### src/rtl/r32i_lsu_pkg.sv
// Shared types and Funct3 encodings for the RV32I load/store unit.
package r32i_lsu_pkg;

  typedef enum logic [1:0] {
    IDLE        = 2'd0,
    LOAD_DONE   = 2'd1,
    STORE_WRITE = 2'd2
  } lsu_state_t;

  localparam logic [2:0] F3_B  = 3'b000;
  localparam logic [2:0] F3_H  = 3'b001;
  localparam logic [2:0] F3_W  = 3'b010;
  localparam logic [2:0] F3_BU = 3'b100;
  localparam logic [2:0] F3_HU = 3'b101;

endpackage

### src/rtl/lsu_align_r32i.sv
// Combinational lane logic: load byte/half extract with extension, and
// sub-word store merge into a previously read word (little-endian lanes).
module lsu_align_r32i
  import r32i_lsu_pkg::*;
(
  input  logic [31:0] word,
  input  logic [1:0]  byte_off,
  input  logic [2:0]  funct3,
  input  logic [31:0] store_data,
  output logic [31:0] load_data,
  output logic [31:0] store_word
);

  logic [7:0]  b_lane;
  logic [15:0] h_lane;

  always_comb begin
    case (byte_off)
      2'd0:    b_lane = word[7:0];
      2'd1:    b_lane = word[15:8];
      2'd2:    b_lane = word[23:16];
      default: b_lane = word[31:24];
    endcase
    h_lane = byte_off[1] ? word[31:16] : word[15:0];

    case (funct3)
      F3_B:    load_data = {{24{b_lane[7]}}, b_lane};
      F3_BU:   load_data = {24'd0, b_lane};
      F3_H:    load_data = {{16{h_lane[15]}}, h_lane};
      F3_HU:   load_data = {16'd0, h_lane};
      F3_W:    load_data = word;
      default: load_data = '0;
    endcase

    store_word = word;
    if (funct3 == F3_H) begin
      if (byte_off[1]) store_word[31:16] = store_data[15:0];
      else             store_word[15:0]  = store_data[15:0];
    end else begin
      case (byte_off)
        2'd0:    store_word[7:0]   = store_data[7:0];
        2'd1:    store_word[15:8]  = store_data[7:0];
        2'd2:    store_word[23:16] = store_data[7:0];
        default: store_word[31:24] = store_data[7:0];
      endcase
    end
  end

endmodule

### src/rtl/lsu_r32i.sv
// RV32I load/store unit: word stores in one cycle, loads in two, sub-word
// stores as a two-cycle read-modify-write; yields the RAM port to the I-cache.
module lsu_r32i
  import r32i_lsu_pkg::*;
#(
  parameter int dataW       = 32,
  parameter int RAMAddrSize = 16
) (
  input  logic                   clock,
  input  logic                   reset,
  input  logic                   LoadReq,
  input  logic                   StoreReq,
  input  logic [2:0]             Funct3,
  input  logic [dataW-1:0]       Addr,
  input  logic [dataW-1:0]       StoreData,
  input  logic                   InsCacheStall,
  input  logic [dataW-1:0]       RAMOut,
  output logic [RAMAddrSize-1:0] RAMAddr,
  output logic [dataW-1:0]       RAMDataIn,
  output logic                   RAMWriteControl,
  output logic [dataW-1:0]       LoadData,
  output logic                   LSUStall,
  output logic                   LSUFault
);

  lsu_state_t       state_q, state_d;
  logic [dataW-1:0] word_q, word_d;
  logic [dataW-1:0] load_ext, merged;
  logic             ld_fault, st_fault;
  logic             addr_hi_unused;

  // Upper address bits are dropped so accesses wrap modulo the RAM size.
  assign addr_hi_unused = ^Addr[dataW-1:RAMAddrSize+2];

  lsu_align_r32i u_align (
    .word       (word_q),
    .byte_off   (Addr[1:0]),
    .funct3     (Funct3),
    .store_data (StoreData),
    .load_data  (load_ext),
    .store_word (merged)
  );

  always_comb begin
    ld_fault = (Funct3 == 3'b011) || (Funct3 == 3'b110) || (Funct3 == 3'b111) ||
               ((Funct3 == F3_W) && (Addr[1:0] != 2'b00)) ||
               (((Funct3 == F3_H) || (Funct3 == F3_HU)) && Addr[0]);
    st_fault = !((Funct3 == F3_B) || (Funct3 == F3_H) || (Funct3 == F3_W)) ||
               ((Funct3 == F3_W) && (Addr[1:0] != 2'b00)) ||
               ((Funct3 == F3_H) && Addr[0]);
  end

  always_comb begin
    state_d         = state_q;
    word_d          = word_q;
    RAMAddr         = Addr[RAMAddrSize+1:2];
    RAMDataIn       = StoreData;
    RAMWriteControl = 1'b0;
    LoadData        = '0;
    LSUStall        = 1'b0;
    LSUFault        = 1'b0;

    case (state_q)
      IDLE: begin
        if (InsCacheStall) begin
          LSUStall = LoadReq || StoreReq;
        end else if (LoadReq) begin
          if (ld_fault) begin
            LSUFault = 1'b1;
          end else begin
            LSUStall = 1'b1;
            word_d   = RAMOut;
            state_d  = LOAD_DONE;
          end
        end else if (StoreReq) begin
          if (st_fault) begin
            LSUFault = 1'b1;
          end else if (Funct3 == F3_W) begin
            RAMWriteControl = 1'b1;
          end else begin
            LSUStall = 1'b1;
            word_d   = RAMOut;
            state_d  = STORE_WRITE;
          end
        end
      end
      LOAD_DONE: begin
        LoadData = load_ext;
        if (InsCacheStall) LSUStall = 1'b1;
        else               state_d  = IDLE;
      end
      STORE_WRITE: begin
        RAMDataIn = merged;
        if (InsCacheStall) begin
          LSUStall = 1'b1;
        end else begin
          RAMWriteControl = 1'b1;
          state_d         = IDLE;
        end
      end
      default: state_d = IDLE;
    endcase

    // Outputs are decoded combinationally, so reset must mask them directly.
    if (reset) begin
      RAMAddr         = '0;
      RAMDataIn       = '0;
      RAMWriteControl = 1'b0;
      LoadData        = '0;
      LSUStall        = 1'b0;
      LSUFault        = 1'b0;
    end
  end

  always_ff @(posedge clock or posedge reset) begin
    if (reset) begin
      state_q <= IDLE;
      word_q  <= '0;
    end else begin
      state_q <= state_d;
      word_q  <= word_d;
    end
  end

endmodule
### config.mk
export PLATFORM = sky130hd
export DESIGN_NAME = lsu_r32i
export DESIGN_NICKNAME = d
export VERILOG_FILES = /design/src/rtl/r32i_lsu_pkg.sv /design/src/rtl/lsu_align_r32i.sv /design/src/rtl/lsu_r32i.sv
export SDC_FILE = /design/constraint.sdc
export NUM_CORES = 1
export LEC_CHECK = 0
export ABC_AREA = 0
export CORE_AREA = 2 2 75 130
export CTS_CLUSTER_SIZE = 40
export DETAILED_ROUTE_END_ITERATION = 10
export DIE_AREA = 0 0 77 132
export PLACE_DENSITY = 0.86
export SLEW_MARGIN = 20
export SYNTH_ARGS = -nofsm -noshare
export SYNTH_HDL_FRONTEND = slang
export SYNTH_HIERARCHICAL = 1
export SYNTH_SLANG_ARGS = --single-unit
### constraint.sdc
create_clock -name clock -period 6.1 [get_ports clock]
set_input_delay 1.22 -clock clock [delete_from_list [all_inputs] [get_ports clock]]
set_output_delay 1.22 -clock clock [all_outputs]
set_load 0.01 [all_outputs]
# Yosys cells after proc, flatten, opt, wreduce, memory -nomap -nowiden
# Index checks and enable logic that the tools add are counted.
[word_totals]
regBits = 34
inputBits = 104
output_inout_bits = 83
[op_classes]
n_eq_ne = 20
n_mux = 52
bitwise_logic = 1
n_reduce_logical = 23
[op_table]
columns = ["op", "n"]
rows = [
  ["32-bit 2-to-1 mux", 10],
  ["32-bit one-hot mux with 5 select lines", 1],
  ["16-bit 2-to-1 mux", 4],
  ["8-bit 2-to-1 mux", 4],
  ["8-bit one-hot mux with 3 select lines", 1],
  ["1-bit 2-to-1 mux", 22],
  ["2-bit 2-to-1 mux", 7],
  ["3-bit == test (second input constant)", 4],
  ["3-bit inequality test (second input constant)", 4],
  ["6-bit AND reduction", 2],
  ["1-bit logical OR", 10],
  ["2-bit inequality test (second input constant)", 5],
  ["3-bit by 2-bit == test with 1-bit output (second input constant)", 2],
  ["2-bit by 1-bit == test with 1-bit output (second input constant)", 2],
  ["2-bit == test (second input constant)", 2],
  ["2-bit zero test", 2],
  ["1-bit one-hot mux with 2 select lines", 2],
  ["2-bit one-hot mux with 2 select lines", 1],
  ["2-bit nonzero test", 2],
  ["3-bit by 1-bit == test with 1-bit output (second input constant)", 1],
  ["1-bit logical AND", 3],
  ["3-bit zero test", 1],
  ["3-bit OR reduction", 1],
  ["2-bit OR reduction", 1],
  ["other kinds (2)", 2],
]

# Depth between registers and ports, before layout
# Gate-level depths: netlist (run 1).
[logic_depth]
depth_word = 12
mapped_depth = 8
mapped_depth_nobuf = 6

# Cells and area by module
# The synthesis (run 1) kept the hierarchy.
[by_module_without_submodules]
columns = ["mod", "n_inst", "cells_per_inst", "area_each_um2", "seq_area_each_um2"]
rows = [
  ["lsu_r32i", 1, 229, 2434.8, 850.8],
  ["lsu_align_r32i", 1, 223, 1641.6, 0.0],
]

# Worst setup path before layout (run 1)
# No wires, ideal clock.
[synth_timing]
path_type = "input -> output"
from = "input Funct3[1]"
to = "output RAMDataIn[0]"
t_arrival_ps = 2616
t_required_ps = 4880
setup_slack_ps = 2264
cell_stages = 7
path_buffers = 2
path_cell_list = "buf_6 or3b_1 buf_6 a21oi_4 mux2_2 mux2i_1 nor2_1"
[synth_between]
elab_chain_len = 4
[synth_lines]
columns = ["item", "line", "source"]
rows = [
  ["start: declaration", "lsu_r32i.sv:13", "input logic [2:0] Funct3,"],
  ["3-bit by 1-bit == test with 1-bit output", "lsu_align_r32i.sv:36", "if (funct3 == F3_H) begin"],
  ["32-bit 2-to-1 mux", "lsu_align_r32i.sv:36", ""],
  ["net merged[0]", "lsu_r32i.sv:28", "logic [dataW-1:0] load_ext, merged;"],
  ["32-bit 2-to-1 mux", "lsu_r32i.sv:63", "case (state_q)"],
  ["32-bit 2-to-1 mux", "lsu_r32i.sv:105", "if (reset) begin"],
  ["end: declaration", "lsu_r32i.sv:19", "output logic [dataW-1:0] RAMDataIn,"],
]
# The timed path passes the listed nets, and every way through them passes these cells.

# Worst setup path after layout (run 1)
[layout_timing]
from = "input Funct3[2]"
to = "output RAMDataIn[0]"
# Same word-level chain as after synthesis.

==> flow_metrics.py, run 1 <==
metrics = {
    "run_status": {
        "status": "complete, no violations",
    },
    "worst_setup_path": {
        "cp_cell_sequence": "clkdlybuf4s50_1 -> or3b_1 -> a21oi_4 -> mux2_2 -> mux2i_1 -> nor2_1 -> clkdlybuf4s50_1",
        "crit_arrival_ps": 3920,
        "critPathCaptureType": "primary output",
        "worstPathMaxFanout": 8,
        "crit_buf_inv": 2,
        "crit_slowest_cell": "clkdlybuf4s50_1",
        "crit_top_cell": "clkdlybuf4s50_1",
        "worstSetupPathType": "primary input to primary output",
        "slowest_delay_ps": 590,
        "required_ps": 4880,
        "cpLargestDelayFamily": "buffers and inverters",
        "cp-start-kind": "primary input",
    },
    "power": {
        "vdd_drop_max_uv": 175.6,
        "p_per_area_mw_per_mm2": 298.5,
        "p_leak_nw": 2.339,
    },
    "sta": {
        "hold_violations": 0,
        "finClkSkew_ps": 4.512,
        "slew_violations": 0,
        "min_period_ps": 5142,
        "rsz0062_at_grt": "no",
        "setup_tns_ps": 0,
        "slew_headroom_pct": 28.93,
        "fin_crit_sh_pct": 84.29,
        "tightest_slew_ps": 1066,
        "setup_violations": 0,
        "fmax_ghz": 0.1945,
        "setup_ws_ps": 958.1,
    },
    "route": {
        "via_count": 4201,
        "dr.pass1.iters": 6,
        "wl_per_cell_um": 18.46,
        "drc": 0,
        "route.final.wire_length_mm": 13.35,
        "via_per_inst": 5.811,
        "antenna_left": 0,
        "drt_iter0_markers": 304,
    },
    "cts": {
        "cts_tree": "yes",
        "path_clk_slew_ps": 50,
        "cts_resized": 0,
        "cts_buffers": 5,
        "clock_latency_ps": 280,
        "cts.sink_count": 34,
        "clockBufferDepth": 2,
        "hold_buffers": 0,
        "cts-root-buf": "clkbuf_16",
        "postCtsSetupBuffers": 0,
        "h-tree-depth": 2,
    },
    "floorplan": {
        "core.rowCount": 46,
        "initial_core_util_pct": 44.83,
        "core_mm2": 0.009094,
        "fp.dieH_um": 132,
        "die_area_mm2": 0.01016,
        "num_io_pins": 187,
        "die_w_um": 77,
    },
    "synth": {
        "ys.flop_type": "dfrtp_1",
        "syn_inst": 452,
        "synth_area_mm2": 0.004076,
        "yosys.area.top_type": "dfrtp_1",
        "synth_fp_nets": 560,
        "netlist.area_leader.share_pct": 20.87,
        "synth_area_per_cell_um2": 9.019,
        "synth_edf_count": 0,
        "synth_seq_cells": 34,
        "ys_seq_area_share_pct": 20.87,
        "synth_area_leaders": "dfrtp_1 (21%), mux2i_1 (12%), mux2_4 (11%)",
        "async_flop_share_pct": 100.0,
        "synth.distinct_cells": 51,
        "yosys_warnings": 6,
    },
    "min_path": {
        "hp-class": "flip-flop to flip-flop",
    },
    "grt": {
        "first_global_vias": 4220,
        "grt_pass1_wl_mm": 21.36,
        "grt_overflow": 0,
        "grt_usage_pct": 25.95,
        "antenna_found_initial": 3,
        "grt_max_degree": 59,
    },
    "placed_design": {
        "gp_congestion": 0.8987,
        "io_buffer_count": 172,
        "pre_cts_ws_ps": 939.6,
        "hpwl_mm": 10.37,
    },
    "final_layout": {
        "final_nets": 707,
        "drive_gt1_share_pct": 14.83,
        "area_growth_pct": 45.12,
    },
    "flow_run": {
        "maxCapViolations": 0,
    },
}
-- cell usage in the layout (no fill, tap or decap), types with 5 or more instances in the layout --
cell type / count
o221ai_1: 24
clkdlybuf4s50_1: 170
mux2_2: 21
mux4_2: 6
and2_1: 32
nor2b_1: 19
nand3b_1: 9
nor2_1: 40
nand2b_1: 11
clkbuf_16: 5
nand2_1: 22
nand3_1: 24
mux2_4: 30
mux2i_1: 47
buf_4: 10
inv_1: 24
dfrtp_1: 34
o211ai_1: 16
-- report_power, final --
group | leakage (nW) | switching (mW) | internal, mW | total (mW)
registers | 0.408 | 0.215 | 0.338 | 0.554
logic | 1.86 | 0.380 | 0.571 | 0.951
clock network | 0.0729 | 0.0996 | 0.162 | 0.261
total | 2.34 | 0.695 | 1.07 | 1.77
-- state kept, by name, indices dropped and copies added, names as in the netlist --
register	count
state_q	2
word_q	32
-- per-stage QoR --
| stage | total power [mW] | util, % | instance area [µm²] | hold slack (ps) | cells |
|---|---|---|---|---|---|
| after floorplan | 1.127 | - | 4076 | 516.5 | 452 |
| after global placement | 1.459 | 63.30 | 5757 | 554.1 | 712 |
| after detailed placement | 1.496 | 63.30 | 5757 | 567.4 | 712 |
| after CTS | 1.761 | 64.97 | 5908 | 579.1 | 720 |
| after global routing | 1.865 | 65.05 | 5916 | 605.0 | 723 |
| final | 1.766 | 65.05 | 5916 | 579.6 | 723 |
-- metal layers --
metal / global-route usage, % / part of all wire, % / vias to the layer above
met5: 0 / 0 / -
met4: 13.99 / 4.0 / 0
met3: 2.808 / 6.9 / 36
met2: 47.51 / 53 / 240
met1: 28.87 / 36 / 1993
li1: - / - / 1932
-- cell usage after synthesis, types with 2 or more instances --
master / instances
inv_1: 24
mux2_2: 21
mux4_2: 6
o221ai_1: 24
buf_6: 3
nand2_1: 22
clkbuf_1: 19
nand3b_1: 9
buf_4: 4
a221o_1: 3
a21oi_1: 3
nand3_1: 24
nor2b_1: 19
buf_2: 13
mux2i_1: 47
ha_1: 4
o2bb2ai_1: 2
and2_1: 32
o21ai_0: 4
o211ai_1: 16
nand2b_1: 11
a211oi_1: 3
nor2_1: 40
mux2_4: 30
dfrtp_1: 34
buf_12: 3
nor3b_1: 3
nor3_1: 3
a21o_1: 4
-- worst paths after layout --
path	startpoint	endpoint	slack, ps	cells past startpoint
max in group asynchronous	reset	word_q[0]	4340	3
hold reg to reg	state_q[1]	state_q[1]	580	1
setup / recovery	Funct3[2]	RAMDataIn[0]	960	7
hold / removal	state_q[1]	state_q[1]	580	1
min in group asynchronous	reset	word_q[12]	1440	3
setup reg to reg	state_q[0]	word_q[6]	3630	5
-- logic make-up after synthesis --
group	Yosys count	synth area share (%)
and+or+nand+nor	171	22.77
muxes	104	31.71
AOI/OAI and AO/OA	73	14.83
buffers and inverters	66	8.594
DFF	34	20.87
adders and majority gates	4	1.228
-- cell type report --
type / instances / area [µm²]
flip-flops and latches: 34 / 850.8
diodes: 3 / 7.507
clock inverters: 2 / 12.51
repair buffers: 182 / 1787
clock buffers: 6 / 138.9
well taps: 120 / 150.1
inverters: 24 / 90.09
fillers: 781 / 3178
multi-input cells: 352 / 2879
(Power assumes the default switching activity.)
==> run 2: changes to the inputs <==
--- a/config.mk
+++ b/config.mk
@@ -6,11 +6,11 @@
 export NUM_CORES = 1
 export LEC_CHECK = 0
 export ABC_AREA = 0
-export CORE_AREA = 2 2 75 130
+export CORE_AREA = 2 2 81 141
 export CTS_CLUSTER_SIZE = 40
 export DETAILED_ROUTE_END_ITERATION = 10
-export DIE_AREA = 0 0 77 132
-export PLACE_DENSITY = 0.86
+export DIE_AREA = 0 0 83 143
+export PLACE_DENSITY = 0.77
 export SLEW_MARGIN = 20
 export SYNTH_ARGS = -nofsm -noshare
 export SYNTH_HDL_FRONTEND = slang
==> constraint.sdc (replaced) <==
create_clock -name clock -period 4.1 [get_ports clock]
set_input_delay 0.82 -clock clock [delete_from_list [all_inputs] [get_ports clock]]
set_output_delay 0.82 -clock clock [all_outputs]
set_load 0.01 [all_outputs]
==> flow_metrics.py, run 2 (synthesized netlist as in run 1, its figures left out) <==
metrics = {
    "worst_setup_path": {
        "worst_r2r_path_depth": 6,
        "crit_buf_inv": 4,
        "reg2reg_setup_slack_ps": 2140,
        "rr_startpoint": "state_q[0]",
        "cpLargestDelayFamily": "buffers and inverters",
        "worstSetupPathType": "primary input to primary output",
        "crit_arrival_ps": 3140,
        "critPathCaptureType": "primary output",
        "crit_slowest_cell": "clkdlybuf4s50_1",
        "r2r_end": "word_q[7]",
        "cp_cell_sequence": "clkdlybuf4s50_1 -> buf_4 -> nor3b_2 -> o21ai_2 -> buf_4 -> mux2_2 -> mux2i_1 -> nor2_1 -> clkdlybuf4s50_1",
        "slowest_delay_ps": 500,
        "critPathCapture": "RAMDataIn[19]",
        "worstPathMaxFanout": 29,
        "cp-start-kind": "primary input",
        "cp-startpoint": "Funct3[1]",
        "required_ps": 3280,
        "crit_cells": 9,
    },
    "route": {
        "wl_per_cell_um": 18.38,
        "route.final.wire_length_mm": 13.62,
        "via_count": 4095,
        "dr.pass1.iters": 4,
        "drt_iter0_markers": 268,
        "antenna_left": 0,
        "drc": 0,
        "via_per_inst": 5.526,
    },
    "min_path": {
        "worstHoldStart": "state_q[1]",
        "hp-class": "flip-flop to flip-flop",
    },
    "sta": {
        "finClkSkew_ps": 2.304,
        "rsz0062_at_grt": "no",
        "fmax_ghz": 0.2526,
        "setup_violations": 0,
        "min_period_ps": 3959,
        "hold_violations": 0,
        "slew_violations": 0,
        "setup_ws_ps": 141.2,
        "fin_crit_sh_pct": 96.56,
        "setup_tns_ps": 0,
        "slew_headroom_pct": 33.17,
        "tightest_slew_ps": 1002,
    },
    "cts": {
        "h-tree-depth": 2,
        "path_clk_slew_ps": 50,
        "cts_buffers": 5,
        "hold_buffers": 0,
        "postCtsSetupBuffers": 0,
        "cts-root-buf": "clkbuf_16",
        "clock_latency_ps": 290,
        "cts_tree": "yes",
        "cts.sink_count": 34,
        "clockBufferDepth": 2,
    },
    "floorplan": {
        "die_area_mm2": 0.01187,
        "core.rowCount": 50,
        "fp.dieH_um": 143,
        "num_io_pins": 187,
        "initial_core_util_pct": 38.11,
        "core_mm2": 0.01070,
        "die_w_um": 83,
    },
    "flow_run": {
        "maxCapViolations": 0,
    },
    "final_layout": {
        "largestRegisters": "word_q (32), state_q (2)",
        "top_register": "word_q",
        "largest_register_ffs": 32,
        "layout_common_cells": "clkdlybuf4s50_1 (170), mux2i_1 (47), nor2_1 (40)",
        "drive_gt1_share_pct": 16.37,
        "area_growth_pct": 48.96,
        "diodes": 0,
        "fin_cells": 741,
        "layout_commonest_cell": "clkdlybuf4s50_1",
        "final_nets": 719,
        "stdcell_area_mm2": 0.006072,
        "fill_cells": 935,
    },
    "grt": {
        "first_global_vias": 4207,
        "grt_overflow": 0,
        "grt_pass1_wl_mm": 21.92,
        "grt_usage_pct": 23.11,
        "grt_max_degree": 49,
        "antenna_found_initial": 0,
    },
    "placed_design": {
        "pre_cts_ws_ps": 91.98,
        "dpl-instance-area_mm2": 0.005922,
        "hpwl_mm": 10.69,
        "io_buffer_count": 172,
        "gp_congestion": 0.8928,
        "place_inst": 734,
    },
    "power": {
        "p_leak_nw": 2.421,
        "power_mw": 2.621,
        "vdd_drop_max_uv": 218.7,
        "p_per_area_mw_per_mm2": 431.7,
    },
    "run_status": {
        "status": "complete, no violations",
    },
}
-- run 2: layout make-up --
| class | count | area [µm²] | share of cell area, % |
|---|---|---|---|
| timing repair buffer | 194 | 1939 | 31.94 |
| clock inverter | 2 | 10.01 | 0.1648 |
| inverter | 24 | 90.09 | 1.484 |
| multi-input combinational | 352 | 2894 | 47.66 |
| clock buffer | 5 | 125.1 | 2.061 |
| sequential | 34 | 850.8 | 14.01 |
| tap | 130 | 162.7 | 2.679 |
-- run 2: report_power, final --
group | internal [mW] | leakage, nW | switching, mW
registers | 0.504 | 0.408 | 0.316
logic | 0.871 | 1.94 | 0.569
clock network | 0.219 | 0.0694 | 0.142
-- run 2: worst reg2reg max path, delay by kind of cell (launching register included) --
kind	cells	cell delay, ps
compound gates	1	170
buf+inv	2	390
mux	1	370
simple gates	1	270
fa+ha+maj	1	260
flops	1	400
-- run 2: how the worst min path moves through the flow --
| stage | endpoint | slack, ps | cells past startpoint |
|---|---|---|---|
| finish | state_q[1] | 570 | 1 |
| global route | state_q[1] | 610 | 1 |
| CTS | state_q[1] | 570 | 1 |
| detailed placement | state_q[1] | 560 | 1 |
| global placement | state_q[1] | 540 | 1 |
| floorplan | word_q[21] | 520 | 1 |
-- run 2: routing by layer --
layer	global-route usage, %	wire, µm	vias up
li1	-	-	1956
met1	25.48	5182	1906
met2	42.53	7156	201
met3	4.277	799	32
met4	10.70	482	0
met5	0	0	-
-- run 2: what timing repair did --
item                                   CTS  global route
endpoints found under the hold margin    0             0
gates resized for setup                  0             2
setup endpoints to repair                0             3
-- run 2: metrics by stage --
step	utilization (%)	hold WS (ps)
2_1_floorplan	-	516.5
3_3_place_gp	55.36	539.9
3_5_place_dp	55.36	557.5
4_1_cts	56.62	569.5
5_1_grt	56.76	605.2
6_report	56.76	570.0
==> run 3: changes to the inputs <==
--- a/config.mk
+++ b/config.mk
@@ -10,6 +10,7 @@
 export CTS_CLUSTER_SIZE = 40
 export DETAILED_ROUTE_END_ITERATION = 10
 export DIE_AREA = 0 0 83 143
+export MAX_ROUTING_LAYER = met4
 export PLACE_DENSITY = 0.77
 export SLEW_MARGIN = 20
 export SYNTH_ARGS = -nofsm -noshare
==> flow_metrics.py, run 3 (synthesized netlist as in run 1, its figures left out) <==
metrics = {
    "worst_setup_path": {
        "required_ps": 3280,
        "worstPathMaxFanout": 8,
        "crit_top_cell": "clkdlybuf4s50_1",
        "reg2reg_setup_slack_ps": 2140,
        "slowest_delay_ps": 500,
        "critPathCaptureType": "primary output",
        "cp-start-kind": "primary input",
        "worstSetupPathType": "primary input to primary output",
        "cp_cell_sequence": "clkdlybuf4s50_1 -> or3b_1 -> buf_4 -> a21boi_4 -> o221ai_1 -> mux2i_1 -> nor2_1 -> clkdlybuf4s50_1",
        "crit_arrival_ps": 3130,
        "crit_slowest_cell": "clkdlybuf4s50_1",
    },
    "cts": {
        "cts_buffers": 5,
        "cts.sink_count": 34,
        "hold_buffers": 0,
        "path_clk_slew_ps": 60,
        "clock_latency_ps": 280,
        "h-tree-depth": 2,
        "cts-root-buf": "clkbuf_16",
        "clockBufferDepth": 2,
        "cts_tree": "yes",
    },
    "power": {
        "p_per_area_mw_per_mm2": 434.9,
        "p_leak_nw": 2.425,
        "power_mw": 2.648,
        "vdd_drop_max_uv": 248.7,
    },
    "min_path": {
        "hp-class": "flip-flop to flip-flop",
    },
    "sta": {
        "fmax_ghz": 0.2535,
        "setup_violations": 0,
        "finClkSkew_ps": 3.278,
        "slew_violations": 0,
        "hold_violations": 0,
        "tightest_slew_ps": 972.4,
        "min_period_ps": 3946,
        "rsz0062_at_grt": "no",
        "fin_crit_sh_pct": 96.23,
        "holdWs_ps": 585.2,
        "slew_headroom_pct": 35.17,
        "setup_tns_ps": 0,
    },
    "grt": {
        "antenna_found_initial": 2,
        "grt_overflow": 0,
        "grt_pass1_wl_mm": 21.74,
        "grt_usage_pct": 23.54,
        "first_global_vias": 4239,
        "grt_max_degree": 49,
    },
    "final_layout": {
        "layout_commonest_cell": "clkdlybuf4s50_1",
        "largestRegisters": "word_q (32), state_q (2)",
        "final_nets": 719,
        "top_register": "word_q",
        "layout_common_cells": "clkdlybuf4s50_1 (170), mux2i_1 (47), nor2_1 (40)",
        "area_growth_pct": 49.39,
        "largest_register_ffs": 32,
        "fill_cells": 947,
        "drive_gt1_share_pct": 16.34,
    },
    "run_status": {
        "status": "complete, no violations",
    },
    "route": {
        "antenna_left": 0,
        "route.final.wire_length_mm": 13.61,
        "via_per_inst": 5.520,
        "wl_per_cell_um": 18.29,
        "drt_iter0_markers": 298,
        "via_count": 4107,
        "drc": 0,
        "dr.pass1.iters": 4,
    },
    "floorplan": {
        "die_area_mm2": 0.01187,
        "die_w_um": 83,
        "core_mm2": 0.01070,
        "core.rowCount": 50,
        "num_io_pins": 187,
        "initial_core_util_pct": 38.11,
        "fp.dieH_um": 143,
    },
    "placed_design": {
        "io_buffer_count": 172,
        "gp_congestion": 0.9148,
        "hpwl_mm": 10.68,
    },
    "flow_run": {
        "maxCapViolations": 0,
    },
}
-- run 3: where the power goes --
part           leakage (nW)  total, mW  switching [mW]  internal, mW
clock                0.0739      0.387           0.146         0.241
sequential            0.408      0.826           0.323         0.504
combinational          1.94       1.44           0.564         0.871
-- run 3: cell type report --
class	instances	area, µm²	share of cell area, %
antenna	2	5.005	0.08219
clock buffer	7	142.6	2.342
clock inverter	1	5.005	0.08219
inverter	24	90.09	1.479
multi-input combinational	352	2894	47.52
sequential	34	850.8	13.97
tap	130	162.7	2.671
timing repair buffer	194	1939	31.85
-- run 3: final timing paths --
path / from / endpoint / depth (start not counted)
max: Funct3[0] / RAMDataIn[27] / 8
min: state_q[1] / state_q[1] / 1
max in group asynchronous: reset / word_q[21] / 4
min reg2reg: state_q[1] / state_q[1] / 1
max reg2reg: state_q[0] / word_q[7] / 6
min in group asynchronous: reset / word_q[12] / 4
-- run 3: critical path: cells and delay by family --
kind	cells	cell delay, ps
AOI/OAI and AO/OA	2	470
muxes	1	160
and+or+nand+nor	2	500
buffers and inverters	3	1180
-- run 3: metrics by stage --
stage	setup slack (ps)	cells	util [%]	area (µm²)
4_1_cts	81.05	742	56.74	6070
3_3_place_gp	112.1	734	55.36	5922
6_report	154.4	744	56.92	6090
3_5_place_dp	83.39	734	55.36	5922
2_1_floorplan	1064	452	-	4076
5_1_grt	33.15	744	56.92	6090
-- run 3: repair_timing --
item | in CTS | in global routing
buffers inserted | 0 | 0
endpoints found under the setup margin | 0 | 4
resized for setup | 0 | 2
-- run 3: per-layer routing --
layer  GRT usage [%]  share of wire [%]  vias up
li1                -                  -     1952
met1           26.26                 38     1933
met2           41.85                 54      189
met3           2.023                4.5       33
met4           11.91                3.7        0
met5               -                  0        -
